<file path="src/rtl/cacheline_adapter.sv">
// Converts L2 cacheline read/write requests into s_line/s_burst memory beats (beat 0 = low bits).
// Latency: request at N -> read_o/write_o at N+1 -> resp_o one cycle after the final beat; waits indefinitely while resp_i is low.
module cacheline_adapter #(
  parameter int s_line  = 256,
  parameter int s_burst = 64
) (
  input  logic               clk,
  input  logic               rst,
  input  logic [s_line-1:0]  line_i,
  output logic [s_line-1:0]  line_o,
  input  logic [31:0]        address_i,
  input  logic               read_i,
  input  logic               write_i,
  output logic               resp_o,
  input  logic [s_burst-1:0] burst_i,
  output logic [s_burst-1:0] burst_o,
  output logic [31:0]        address_o,
  output logic               read_o,
  output logic               write_o,
  input  logic               resp_i
);

  localparam int beats = s_line / s_burst;
  localparam int cnt_w = (beats > 1) ? $clog2(beats) : 1;
  localparam int off_w = $clog2(s_line / 8);

  typedef enum logic [1:0] {IDLE, READ, WRITE, DONE} state_t;

  state_t            state_q, state_d;
  logic [cnt_w-1:0]  cnt_q;
  logic [s_line-1:0] wline_q;
  logic              last_beat;
  logic              unused_addr_bits;

  // Byte offset within the line is dropped; memory always sees line-aligned addresses.
  assign unused_addr_bits = ^address_i[off_w-1:0];
  assign last_beat        = resp_i && (cnt_q == cnt_w'(beats - 1));

  always_ff @(posedge clk) begin
    if (rst) state_q <= IDLE;
    else     state_q <= state_d;
  end

  always_comb begin
    state_d = state_q;
    unique case (state_q)
      IDLE:    if (read_i) state_d = READ;
               else if (write_i) state_d = WRITE;
      READ:    if (last_beat) state_d = DONE;
      WRITE:   if (last_beat) state_d = DONE;
      DONE:    state_d = IDLE;
      default: state_d = IDLE;
    endcase
  end

  always_ff @(posedge clk) begin
    if (rst) begin
      cnt_q     <= '0;
      address_o <= '0;
      line_o    <= '0;
      wline_q   <= '0;
    end else begin
      unique case (state_q)
        IDLE: begin
          if (read_i || write_i) begin
            address_o <= {address_i[31:off_w], {off_w{1'b0}}};
            cnt_q     <= '0;
            if (!read_i) wline_q <= line_i;
          end
        end
        READ: begin
          if (resp_i) begin
            line_o[int'(cnt_q)*s_burst +: s_burst] <= burst_i;
            cnt_q <= last_beat ? '0 : cnt_q + cnt_w'(1);
          end
        end
        WRITE: begin
          if (resp_i) cnt_q <= last_beat ? '0 : cnt_q + cnt_w'(1);
        end
        default: ;
      endcase
    end
  end

  always_comb begin
    burst_o = '0;
    if (state_q == WRITE) burst_o = wline_q[int'(cnt_q)*s_burst +: s_burst];
  end

  assign read_o  = (state_q == READ);
  assign write_o = (state_q == WRITE);
  assign resp_o  = (state_q == DONE);

endmodule

</file>
<file path="config.mk">
export PLATFORM = sky130hd
export DESIGN_NAME = cacheline_adapter
export DESIGN_NICKNAME = d
export VERILOG_FILES = /design/src/rtl/cacheline_adapter.sv
export SDC_FILE = /design/constraint.sdc
export NUM_CORES = 1
export LEC_CHECK = 0
export BUFFER_PORTS_ARGS = -buffer_cell sky130_fd_sc_hd__buf_2
export CORE_AREA = 3 3 278 280
export DETAILED_ROUTE_END_ITERATION = 10
export DIE_AREA = 0 0 281 283
export GPL_ROUTABILITY_DRIVEN = 0
export GPL_TIMING_DRIVEN = 0
export MAX_ROUTING_LAYER = met4
export PLACE_DENSITY = 0.57
export SLEW_MARGIN = 20
export SYNTH_ARGS = -nofsm -noshare
export SYNTH_HDL_FRONTEND = slang
export SYNTH_SLANG_ARGS = --single-unit
</file>
<file path="constraint.sdc">
create_clock -name clk -period 6.9 [get_ports clk]
set_clock_uncertainty 0.1 [all_clocks]
set_input_delay 0 -clock clk [delete_from_list [all_inputs] [get_ports clk]]
set_output_delay 0 -clock clk [all_outputs]
set_load 0.01 [all_outputs]
</file>
==> flow_summary.json <==
{
  "outcome": "complete, no violations",
  "critical_path.slowest_cell": "buf_1",
  "start_util_pct": 28.2,
  "max_slew_margin_pct": 35.6,
  "clk_path_buf_depth": 3,
  "rows": 100,
  "place_hpwl_um": 73900,
  "finalMaxSlewViolations": 0,
  "track_usage_pct": 25.0,
  "path_max_fanout": 10,
  "tightest_slew_ns": 0.967,
  "fp.dieH_um": 283,
  "p_switching_mw": 2.89,
  "period_needed_ns": 3.73,
  "clock_latency_ns": 0.59,
  "clock_sinks": 543,
  "hp-class": "input pin to flip-flop",
  "regToRegSetupSlack_ns": 3.17,
  "portBuffers": 701,
  "p_clk_share_pct": 35.8,
  "synth_cells": 2385,
  "critPathLaunchType": "flip-flop",
  "ir_drop_mv": 0.173,
  "post_cts_buffers": 0,
  "dieArea_um2": 79500,
  "finalSetupViolCount": 0,
  "ys_seq_area_share_pct": 51.5,
  "path_class": "flip-flop to flip-flop",
  "area_delta_synth_final_pct": 48.9,
  "drt_first_pass_iters": 5,
  "root_buffer": "clkbuf_16",
  "avgSynthCellArea_um2": 8.85,
  "ys_ff_latch": 543,
  "dieWidth_um": 281,
  "ant_nets": 0,
  "p_leak_nw": 13.2,
  "post-route-drc-count": 0,
  "vias": 22900,
  "slowest_delay_ns": 0.69,
  "powerDensity_nw_per_um2": 285,
  "grt_first_pass_wirelength_um": 146000,
  "antenna_found_initial": 16,
  "synth_edf_count": 0,
  "wl_um": 100000,
  "async_flop_share_pct": 0,
  "synth_area_um2": 21100,
  "intPower_mw": 6.08,
  "final_cells": 4540,
  "timing.fmax_ghz": 0.268,
  "p_sw_share_pct": 32.2,
  "vias_per_cell": 5.04,
  "place_inst": 4059,
  "layout_common_cells": "751 x buf_2, 669 x nand2_1, 543 x dfxtp_1",
  "first_iter_violations": 1682,
  "cts_max_level": 2,
  "crit_path_end_kind": "flip-flop",
  "hold-worst-slack_ns": 0.0249,
  "synth_warnings": 0,
  "ys_types": 40,
  "critical_path.top_delay_family": "buffers and inverters",
  "wire_per_inst_um": 22.1,
  "io_pins": 712,
  "hold_viol": 0,
  "grt_overflow": 0,
  "grt_max_degree": 15,
  "rsz0062_at_grt": "no",
  "cts_resized": 0,
  "timing.final.crit_share_pct": 54.1,
  "path_buf_inv": 4,
  "fin_nets": 3877,
  "cts_tree": "done",
  "path_clk_slew_ns": 0.06,
  "crit_arrival_ns": 4.16,
  "maxCapViolations": 0,
  "final_common_cell": "buf_2",
  "synthFlopType": "dfxtp_1",
  "fin_setup_tns_ns": 0,
  "cp_cell_sequence": "buf_2 -> buf_1 -> inv_1 -> ha_1 -> nand3_1 -> clkbuf_1 -> nand2_1 -> a21oi_1",
  "core_area_um2": 74700,
  "pwr-share-seq_pct": 39.1,
  "p_comb_share_pct": 25.1,
  "critPathRequiredTime_ns": 7.33,
  "cts-hold-fix-buffers": 359,
  "layout-drive-gt1-share_pct": 26.9,
  "grt_pass1_vias": 22800,
  "cts_made_buffers": 59
}
cell type report:
cell class              count  area (µm²)
fillers                  7526       43300
flip-flops and latches    543       10900
multi-input cells        1614        9180
repair buffers           1060        7100
clock buffers              87        1730
well taps                 969        1210
plain buffers             227        1050
clock inverters            19         216
diodes                     16        40.0
inverters                   5        18.8
final timing paths:
kind / start / end / cells after the start
hold reg to reg: line_o[187] / line_o[187] / 2
hold / removal: rst / line_o[210] / 4
setup reg to reg: cnt_q[1] / line_o[75] / 8
setup / recovery: cnt_q[1] / line_o[75] / 8
power groups by stage:
| stage | combinational, mW | sequential, mW | clock, mW |
|---|---|---|---|
| after global placement | 2.03 | 3.57 | 0 |
| after CTS | 2.24 | 3.50 | 3.27 |
| after global routing | 2.45 | 3.53 | 3.39 |
| final | 2.25 | 3.51 | 3.21 |
| after detailed placement | 2.05 | 3.57 | 0 |
| after floorplan | 1.21 | 3.56 | 0 |
routing by layer:
layer | track usage (%) | up-vias | wire, µm
met5 | - | - | 0
met4 | 12.1 | 0 | 5520
met3 | 4.27 | 327 | 6850
met2 | 39.2 | 1070 | 45800
met1 | 31.3 | 11000 | 42000
li1 | - | 10500 | -
per-stage QoR:
step / setup WS (ns) / area [µm²] / total power [mW] / util [%]
finish: 3.17 / 31400 / 8.97 / 42.1
global placement: 3.08 / 25800 / 5.60 / 34.6
global route: 2.86 / 31400 / 9.36 / 42.1
floorplan: 4.35 / 21100 / 4.77 / -
detailed placement: 3.05 / 25800 / 5.62 / 34.6
CTS: 3.03 / 31400 / 9.01 / 42.0
cells by family (layout without fill, tap and decap cells):
family                   Yosys count  in the layout  synth area share, %
AND/OR/NAND/NOR                  986            986                 19.9
adder cells (fa/ha/maj)           10             10                0.593
flip-flops                       543            543                 51.5
buffers and inverters            232           1398                 5.05
AO/OA/AOI/OAI                    545            545                 15.9
other                              1             21               0.0178
multiplexers                      68             68                 7.03
worst register-to-register path, cell delays in order, from the launching register on:
cell and delay [ns]:
dfxtp_1 0.41, buf_2 0.37, buf_1 0.69, inv_1 0.28, ha_1 0.29, nand3_1 0.63
clkbuf_1 0.64, nand2_1 0.12, a21oi_1 0.14
registers in the layout, summed over array words and instances, names as in the netlist:
signal     cells
line_o       256
wline_q      256
address_o     27
cnt_q          2
state_q        2
synth_stat cells (all sizes together) (28+ instances only):
master  count  share of area (%)
a21oi     384                9.1
a31o       36                1.5
a32o       28                1.3
a32oi      92                3.8
and2       65                1.9
and3       39                1.2
buf        90                2.5
clkbuf    137                2.4
dfxtp     543                 52
mux4       64                6.8
nand2     669                 12
nand3     104                2.5
nor2       96                1.9
No activity file was read; power rests on OpenSTA's default activity.
